==> src/rtl/wb_arb_pkg.sv <==
// Shared definitions for the round-robin Wishbone arbiter.
package wb_arb_pkg;

    typedef enum logic [1:0] {
        IDLE  = 2'd0,
        BUSY  = 2'd1,
        ABORT = 2'd2
    } arb_state_t;

    localparam int unsigned WDOG_W = 16;

endpackage

==> src/rtl/wb_rr_pick.sv <==
// Combinational round-robin picker: first set request after 'last', wrapping.
module wb_rr_pick
    import wb_arb_pkg::*;
#(
    parameter  int unsigned NM = 3,
    localparam int unsigned IW = $clog2(NM)
) (
    input  logic [NM-1:0] req,
    input  logic [IW-1:0] last,
    output logic          any,
    output logic [IW-1:0] idx
);

    // Search last+1, last+2, ... modulo NM; 'last' itself is the final candidate.
    always_comb begin
        any = 1'b0;
        idx = '0;
        for (int unsigned i = 1; i <= NM; i++) begin
            if (!any && req[(32'(last) + i) % NM]) begin
                any = 1'b1;
                idx = IW'((32'(last) + i) % NM);
            end
        end
    end

endmodule

==> src/rtl/wb_arbiter.sv <==
// Round-robin Wishbone arbiter with per-strobe watchdog abort.
module wb_arbiter
    import wb_arb_pkg::*;
#(
    parameter  int unsigned AW      = 32,
    parameter  int unsigned DW      = 32,
    parameter  int unsigned NM      = 3,
    parameter  int unsigned TIMEOUT = 255,
    localparam int unsigned SEL     = DW / 8
) (
    input  logic              wb_clk_i,
    input  logic              wb_rst_i,
    input  logic [NM-1:0]     wbm_cyc_i,
    input  logic [NM-1:0]     wbm_stb_i,
    input  logic [NM-1:0]     wbm_we_i,
    input  logic [NM*SEL-1:0] wbm_sel_i,
    input  logic [NM*AW-1:0]  wbm_adr_i,
    input  logic [NM*DW-1:0]  wbm_dat_i,
    output logic [DW-1:0]     wbm_dat_o,
    output logic [NM-1:0]     wbm_ack_o,
    output logic [NM-1:0]     wbm_err_o,
    output logic              wbs_cyc_o,
    output logic              wbs_stb_o,
    output logic              wbs_we_o,
    output logic [SEL-1:0]    wbs_sel_o,
    output logic [AW-1:0]     wbs_adr_o,
    output logic [DW-1:0]     wbs_dat_o,
    input  logic [DW-1:0]     wbs_dat_i,
    input  logic              wbs_ack_i
);

    localparam int unsigned IW = $clog2(NM);

    arb_state_t        state, state_next;
    logic [IW-1:0]     grant, last, pick_idx;
    logic              pick_any;
    logic [WDOG_W-1:0] wdog;
    logic              err_first;
    logic              g_cyc, g_stb, timeout_hit;

    wb_rr_pick #(.NM(NM)) u_pick (
        .req  (wbm_cyc_i),
        .last (last),
        .any  (pick_any),
        .idx  (pick_idx)
    );

    assign g_cyc       = wbm_cyc_i[grant];
    assign g_stb       = wbm_stb_i[grant];
    assign timeout_hit = g_stb && !wbs_ack_i && (wdog == WDOG_W'(TIMEOUT - 1));
    assign wbm_dat_o   = wbs_dat_i;

    // State register: FSM state, grant/last bookkeeping, watchdog, err pulse flag.
    always_ff @(posedge wb_clk_i) begin
        if (wb_rst_i) begin
            state     <= IDLE;
            grant     <= '0;
            last      <= IW'(NM - 1);
            wdog      <= '0;
            err_first <= 1'b0;
        end else begin
            state <= state_next;
            if (state == IDLE && pick_any) begin
                grant <= pick_idx;
                last  <= pick_idx;
            end
            if (state != BUSY || wbs_ack_i) begin
                wdog <= '0;
            end else if (g_stb) begin
                wdog <= wdog + WDOG_W'(1);
            end
            err_first <= (state == BUSY) && (state_next == ABORT);
        end
    end

    // Next-state: releasing cyc beats a simultaneous timeout.
    always_comb begin
        state_next = state;
        case (state)
            IDLE:    if (pick_any) state_next = BUSY;
            BUSY:    if (!g_cyc) state_next = IDLE;
                     else if (timeout_hit) state_next = ABORT;
            ABORT:   if (!g_cyc) state_next = IDLE;
            default: state_next = IDLE;
        endcase
    end

    // Outputs: forward the owner in BUSY, err pulse in first ABORT cycle, else zero.
    always_comb begin
        wbs_cyc_o = 1'b0;
        wbs_stb_o = 1'b0;
        wbs_we_o  = 1'b0;
        wbs_sel_o = '0;
        wbs_adr_o = '0;
        wbs_dat_o = '0;
        wbm_ack_o = '0;
        wbm_err_o = '0;
        case (state)
            BUSY: begin
                wbs_cyc_o        = g_cyc;
                wbs_stb_o        = g_stb;
                wbs_we_o         = wbm_we_i[grant];
                wbs_sel_o        = wbm_sel_i[grant*SEL +: SEL];
                wbs_adr_o        = wbm_adr_i[grant*AW +: AW];
                wbs_dat_o        = wbm_dat_i[grant*DW +: DW];
                // an ack landing in a reset cycle is dropped; the master retries
                wbm_ack_o[grant] = wbs_ack_i & ~wb_rst_i;
            end
            ABORT:   wbm_err_o[grant] = err_first;
            default: ;
        endcase
    end

endmodule
==> config.mk <==
export PLATFORM = sky130hd
export DESIGN_NAME = wb_arbiter
export DESIGN_NICKNAME = d
export VERILOG_FILES = /design/src/rtl/wb_arb_pkg.sv /design/src/rtl/wb_rr_pick.sv /design/src/rtl/wb_arbiter.sv
export SDC_FILE = /design/constraint.sdc
export NUM_CORES = 1
export LEC_CHECK = 0
export CAP_MARGIN = 25
export CORE_AREA = 2 2 141 143
export DETAILED_ROUTE_END_ITERATION = 6
export DIE_AREA = 0 0 143 145
export GPL_ROUTABILITY_DRIVEN = 0
export PLACE_DENSITY_LB_ADDON = 0.05
export SETUP_SLACK_MARGIN = 0.5
export SLEW_MARGIN = 20
export SYNTH_ARGS = -nofsm -noshare
export SYNTH_HDL_FRONTEND = slang
export SYNTH_SLANG_ARGS = --single-unit
export TNS_END_PERCENT = 20
==> constraint.sdc <==
create_clock -name wb_clk_i -period 4.6 [get_ports wb_clk_i]
set_input_delay 0.92 -clock wb_clk_i [delete_from_list [all_inputs] [get_ports wb_clk_i]]
set_output_delay 0.92 -clock wb_clk_i [all_outputs]
set_load 0.02 [all_outputs]
==> metrics.md, run 1 <==
| Metric | Value |
|---|---|
| Met1 Use GR | `0.174` |
| CTS tree | `yes` |
| Most frequent cells in the layout | `clkdlybuf4s50_1, nor2_1, a21oi_1` |
| Grt total ovfl | `0` |
| Clock-pin slew of the registers on the worst-case setup and hold paths | `0.06 ns` |
| HPWL after detailed placement | `13900 um` |
| Post-Syn Nets | `755` |
| Skew-Pair Late Insertion Delay | `0.26 ns` |
| Max rail drop VDD | `0.151 mV` |
| M3 GR Usage | `0.0429` |
| First-pass GRT wire length | `25300 um` |
| Top cell type's share of synthesized area | `0.220` |
| Clock Path Buffers | `2` |
| Busiest layer in global routing | `met2` |
| CTS resizes | `0` |
| Net Sw Frac | `0.507` |
| Commonest non-fill, non-tap cell in the layout | `clkdlybuf4s50_1` |
| CP Capture Type | `output pin` |
| Mapped cell area | `3220 sq um` |
| Largest net degree at the start of global routing | `79` |
| Clock sinks | `22` |
| Synth Instances | `501` |
| CTS Root Cell | `clkbuf_16` |
| Crit path kind | `flip-flop to output pin` |
| Initial antenna violation count | `2` |
| Boundary Pins | `357` |
| Total setup buffers inserted after CTS | `0` |
| Pre-CTS WS | `0.965 ns` |
| Setup_tns | `0 ns` |
| Avg Inst Size Synth | `6.44 sq um` |
| Layout cells sized above 1 | `0.0245` |
| CP arrival | `2.93 ns` |
| Internal power | `1.47 mW` |
| Gate power share | `0.813` |
| Hold Path Class | `flip-flop to flip-flop` |
| Worst-Margin Slew | `0.916 ns` |
| Max_cap viols | `0` |
| Fin nets | `989` |
| Unrepaired setup endpoints after global routing | `false` |
| Power share of the clock group | `0.074` |
| Chip Width | `143 um` |
| Starting Density | `0.168` |
| Clk_skew | `0.00552 ns` |
| Setup ws final | `0.748 ns` |
| Met2 GRT Util | `0.298` |
| Multi-input combinational cell area | `2370 sq um` |
| Outcome | `finished clean` |
| DP Area | `6150 sq um` |
| Total track usage | `0.157` |
| Die Ht | `145 um` |
| Rel. slew slack | `0.389` |
| Core ar. | `19200 sq um` |
| DIE AREA | `20700 sq um` |
| Routed Antenna Nets | `0` |
| Fin cells | `1002` |
| FF+latch area | `445 sq um` |
| Slew Limit Fails | `0` |
| P&R area growth vs syn | `94.2%` |
| Switching power | `1.51 mW` |
| H-Tree Depth | `1` |
| Required time of the critical path | `3.68 ns` |
| Total power | `2.97 mW` |
| Residual DRC | `0` |
| Final core utilization | `0.326` |
| Vias per cell | `4.23` |
| Fin crit share | `0.837` |
| CTS buffer count | `3` |
| Leak | `2.26 nW` |
| Yosys cell types | `39` |
| WL final | `17500 um` |
| WL per Instance | `17.5 um` |
| First drt pass iteration count | `4` |
| Fin crit period | `3.85 ns` |
| Synth top area cells | `mux2i_1, nor2_1, dfxtp_1` |
| CP Max Fanout | `48` |
| FMAX | `260 MHz` |
| Synthesis warning total | `0` |
| Register area share after synthesis | `0.137` |
| Detailed-route via count | `4238` |
| Post-layout instance area | `6260 sq um` |
| Critical Path Start Type | `flip-flop` |
| Final Hold Fails | `0` |
| Power Density | `475 nW/um^2` |
| DRT iter0 DRCs | `151` |
| Yosys reg bits | `22` |
| Std cell rows | `51` |
| Sequential share of power | `0.113` |
| Fin Hold WS | `0.527 ns` |
| Vias in the first global route | `4161` |
| Final setup fails | `0` |
| I/O Buffers | `292` |
| Dominant cell type by area after synthesis | `mux2i_1` |
| FILL cells | `2052` |
| CTS Hold Bufs | `0` |
| Placed Cells incl. Taps | `995` |
==> power by group through the flow <==
stage          combinational, mW  clock (mW)  sequential [mW]
6_report                    2.42       0.221            0.336
3_3_place_gp                2.45           0            0.347
4_1_cts                     2.46       0.229            0.345
3_5_place_dp                2.45           0            0.349
5_1_grt                     2.64       0.237            0.350
2_1_floorplan               1.58           0            0.233
==> flip-flops by register name (all words and copies together), names as in the netlist <==
register	count
wdog	16
err_first	1
grant	2
state	2
last	1
==> cell type report <==
| class | instances | share of cell area |
|---|---|---|
| timing repair buffer | 298 | 0.476 |
| inverter | 6 | 0.00360 |
| tap | 265 | 0.0530 |
| clock buffer | 4 | 0.0160 |
| multi-input combinational | 404 | 0.379 |
| antenna | 3 | 0.00120 |
| sequential | 22 | 0.0711 |
==> worst max-delay path, stage by stage, from the launching register on <==
cell	delay, ns
dfxtp_4	0.92
buf_4	0.58
mux2i_1	0.25
nor2_1	0.05
a21oi_1	0.18
nor2_1	0.06
clkdlybuf4s50_1	0.60
==> kinds of logic (layout without fill, tap and decap cells) <==
| kind of cell | count (synthesis) | count (layout) | synth area share |
|---|---|---|---|
| multiplexers | 72 | 72 | 0.224 |
| buffers and inverters | 75 | 308 | 0.130 |
| other | 0 | 3 | 0 |
| AND/OR/NAND/NOR | 221 | 221 | 0.290 |
| XOR/XNOR | 15 | 15 | 0.0407 |
| AO/OA/AOI/OAI | 90 | 90 | 0.155 |
| adder cells (fa/ha/maj) | 6 | 6 | 0.0233 |
| flip-flops | 22 | 22 | 0.137 |
==> final timing paths <==
check	from	end	slack, ns	depth (start not counted)
worst max register to register	grant[0]	grant[1]	1.84	8
worst min-delay path	wdog[7]	wdog[7]	0.53	2
worst min register to register	wdog[7]	wdog[7]	0.53	2
worst max-delay path	grant[1]	wbs_dat_o[29]	0.75	6
==> metal layers <==
metal,up-vias,wire length [um]
met2,187,8970
met3,22,1550
met5,-,0
li1,2132,-
met4,0,293
met1,1897,6720
==> Yosys cell counts <==
cell type  number
xor2_1         12
o21bai_1        1
o21ai_1         1
mux2i_1        71
nand2_1        13
a21oi_1        73
nor4b_2         1
a2bb2oi_1       1
a22oi_1         1
o22ai_1         3
clkbuf_1       13
nand4_1         8
o21a_1          1
a211oi_2        1
buf_4          33
and3_1          6
buf_2          12
nor4_1          2
and2_1          2
o2bb2ai_2       1
xnor2_1         3
nor4b_1         1
ha_1            6
nor2_1        167
or4_1           1
inv_1           6
a22o_1          1
dfxtp_1        22
nor2b_1         2
o31ai_1         1
buf_1          11
and4_1          2
or3_1           1
nand3_1         6
nand2b_1        4
mux2_2          1
nor3_1          5
o21ai_0         1
a211oi_1        4
Note: power is estimated with default switching activity, not from simulation.
==> run 2, diff against run 1 <==
- CORE_AREA: 2 2 141 143 -> 2 2 137 139
- DIE_AREA: 0 0 143 145 -> 0 0 139 141
- clock period: 4.6 -> 4 ns (I/O delays scaled with it)
==> metrics.md, run 2 (same netlist as run 1, synthesis figures left out) <==
| Metric | Value |
|---|---|
| Commonest non-fill, non-tap cell in the layout | `clkdlybuf4s50_1 (unchanged)` |
| Fin Hold WS | `0.529 ns (was 0.527 ns)` |
| Slew Limit Fails | `0 (unchanged)` |
| FILL cells | `1914 (was 2052)` |
| Total track usage | `0.167 (was 0.157)` |
| Crit path kind | `primary input to output pin (was flip-flop to output pin)` |
| DIE AREA | `19600 sq um (was 20700 sq um)` |
| Setup_tns | `0 ns (unchanged)` |
| CP arrival | `2.56 ns (was 2.93 ns)` |
| Max_cap viols | `0 (unchanged)` |
| CTS buffer count | `3 (unchanged)` |
| Power Density | `555 nW/um^2 (was 475 nW/um^2)` |
| Detailed-route via count | `4300 (was 4238)` |
| Hold path startpoint | `wdog[13] (was wdog[7])` |
| Internal power | `1.71 mW (was 1.47 mW)` |
| Sequential share of power | `0.092 (was 0.113)` |
| Fin nets | `992 (was 989)` |
| CP Capture Type | `output pin (unchanged)` |
| Hold Path Class | `flip-flop to flip-flop (unchanged)` |
| Clock Path Buffers | `2 (unchanged)` |
| Placed Cells incl. Taps | `967 (was 995)` |
| Layout cells sized above 1 | `0.0285 (was 0.0245)` |
| Vias per cell | `4.42 (was 4.23)` |
| Initial antenna violation count | `1 (was 2)` |
| Unrepaired setup endpoints after global routing | `true (was false)` |
| Critical Path Start Type | `primary input (was flip-flop)` |
| Required time of the critical path | `3.20 ns (was 3.68 ns)` |
| Post-layout instance area | `6260 sq um (about the same)` |
| Fin cells | `972 (was 1002)` |
| CTS tree | `yes (unchanged)` |
| Pre-CTS WS | `0.636 ns (was 0.965 ns)` |
| Std cell rows | `50 (was 51)` |
| Largest registers | `wdog (16), grant (2), state (2) (unchanged)` |
| Skew-Pair Late Insertion Delay | `0.25 ns (was 0.26 ns)` |
| Critical register-to-register path startpoint | `grant[0] (unchanged)` |
| First-pass GRT wire length | `25700 um (was 25300 um)` |
| Largest register by flop count | `wdog (unchanged)` |
| Largest net degree at the start of global routing | `79 (unchanged)` |
| Die Ht | `141 um (was 145 um)` |
| Final setup fails | `0 (unchanged)` |
| Final Hold Fails | `0 (unchanged)` |
| I/O Buffers | `292 (unchanged)` |
| Routed Antenna Nets | `0 (unchanged)` |
| Core ar. | `18300 sq um (was 19200 sq um)` |
| Net Sw Frac | `0.509 (was 0.507)` |
| DP Area | `6160 sq um (was 6150 sq um)` |
| Setup crit start | `wbm_cyc_i[0] (was grant[1])` |
| CTS Hold Bufs | `0 (unchanged)` |
| Vias in the first global route | `4156 (was 4161)` |
| CTS Root Cell | `clkbuf_16 (unchanged)` |
| Gate power share | `0.840 (was 0.813)` |
| Total setup buffers inserted after CTS | `0 (unchanged)` |
| HPWL after detailed placement | `14000 um (was 13900 um)` |
| Leak | `2.28 nW (was 2.26 nW)` |
| Max rail drop VDD | `0.245 mV (was 0.151 mV)` |
| Rel. slew slack | `0.385 (was 0.389)` |
| Boundary Pins | `357 (unchanged)` |
| Residual DRC | `0 (unchanged)` |
| Most frequent cells in the layout | `clkdlybuf4s50_1, nor2_1, a21oi_1 (unchanged)` |
| Max reg flops | `16 (unchanged)` |
| P&R area growth vs syn | `94.1% (was 94.2%)` |
| Starting Density | `0.177 (was 0.168)` |
| Clock sinks | `22 (unchanged)` |
| WL final | `17700 um (was 17500 um)` |
| Power share of the clock group | `0.067 (was 0.074)` |
| Fin crit period | `3.36 ns` |
| H-Tree Depth | `1 (unchanged)` |
| Fin crit share | `0.840` |
| Clock-pin slew of the registers on the worst-case setup and hold paths | `0.06 ns (about the same)` |
| WL per Instance | `18.2 um (was 17.5 um)` |
| DRT iter0 DRCs | `177 (was 151)` |
| CP Max Fanout | `5 (was 48)` |
| Setup ws final | `0.640 ns (was 0.748 ns)` |
| Switching power | `1.77 mW (was 1.51 mW)` |
| Chip Width | `139 um (was 143 um)` |
| Clk_skew | `0.00152 ns (was 0.00552 ns)` |
| Worst-Margin Slew | `0.922 ns (was 0.916 ns)` |
| First drt pass iteration count | `4 (unchanged)` |
| Grt total ovfl | `0 (unchanged)` |
| FMAX | `298 MHz` |
| Outcome | `finished clean (unchanged)` |
[run 2: final cells by class]
class,instances,area (sq um),share of cell area
diodes,1,2.50,0.000400
inverters,6,22.5,0.00360
clock buffers,4,88.8,0.0142
repair buffers,301,3030,0.485
flip-flops and latches,22,445,0.0712
well taps,234,293,0.0468
multi-input cells,404,2370,0.379
[run 2: power groups by stage]
| stage | Combinational [mW] | Clock [mW] | Sequential, mW |
|---|---|---|---|
| after detailed placement | 2.95 | 0 | 0.328 |
| after floorplan | 1.82 | 0 | 0.268 |
| after global routing | 3.20 | 0.250 | 0.329 |
| after CTS | 2.97 | 0.242 | 0.323 |
| final | 2.92 | 0.233 | 0.321 |
| after global placement | 2.94 | 0 | 0.327 |
[run 2: worst paths after layout]
check | to | slack, ns | cells past startpoint
worst max-delay path | wbs_cyc_o | 0.64 | 5
worst max register to register | last[1] | 1.31 | 8
worst min-delay path | wdog[13] | 0.53 | 2
worst min register to register | wdog[13] | 0.53 | 2
[run 2: timing repair]
| action | 4_1_cts | 5_1_grt |
|---|---|---|
| endpoints found under the hold margin | 0 | 0 |
| gates resized for setup | 0 | 1 |
| endpoints found under the setup margin | 0 | 3 |
[run 2: critical path, stage by stage]
cell             delay [ns]
clkdlybuf4s50_1        0.52
mux2_2                 0.31
a22oi_1                0.26
nor2_1                 0.11
clkdlybuf4s50_1        0.56
[run 2: stage by stage]
step / power (mW) / utilization
after floorplan: 2.09 / -
after global placement: 3.27 / 0.337
after detailed placement: 3.28 / 0.337
after CTS: 3.53 / 0.342
after global routing: 3.78 / 0.343
final: 3.47 / 0.343
[run 2: routing by layer]
layer	vias to the layer above	wire length (um)	GRT usage
met5	-	0	0
met4	0	411	0.0420
met3	22	1540	0.0560
met2	211	8600	0.295
met1	1934	7120	0.195
li1	2133	-	-
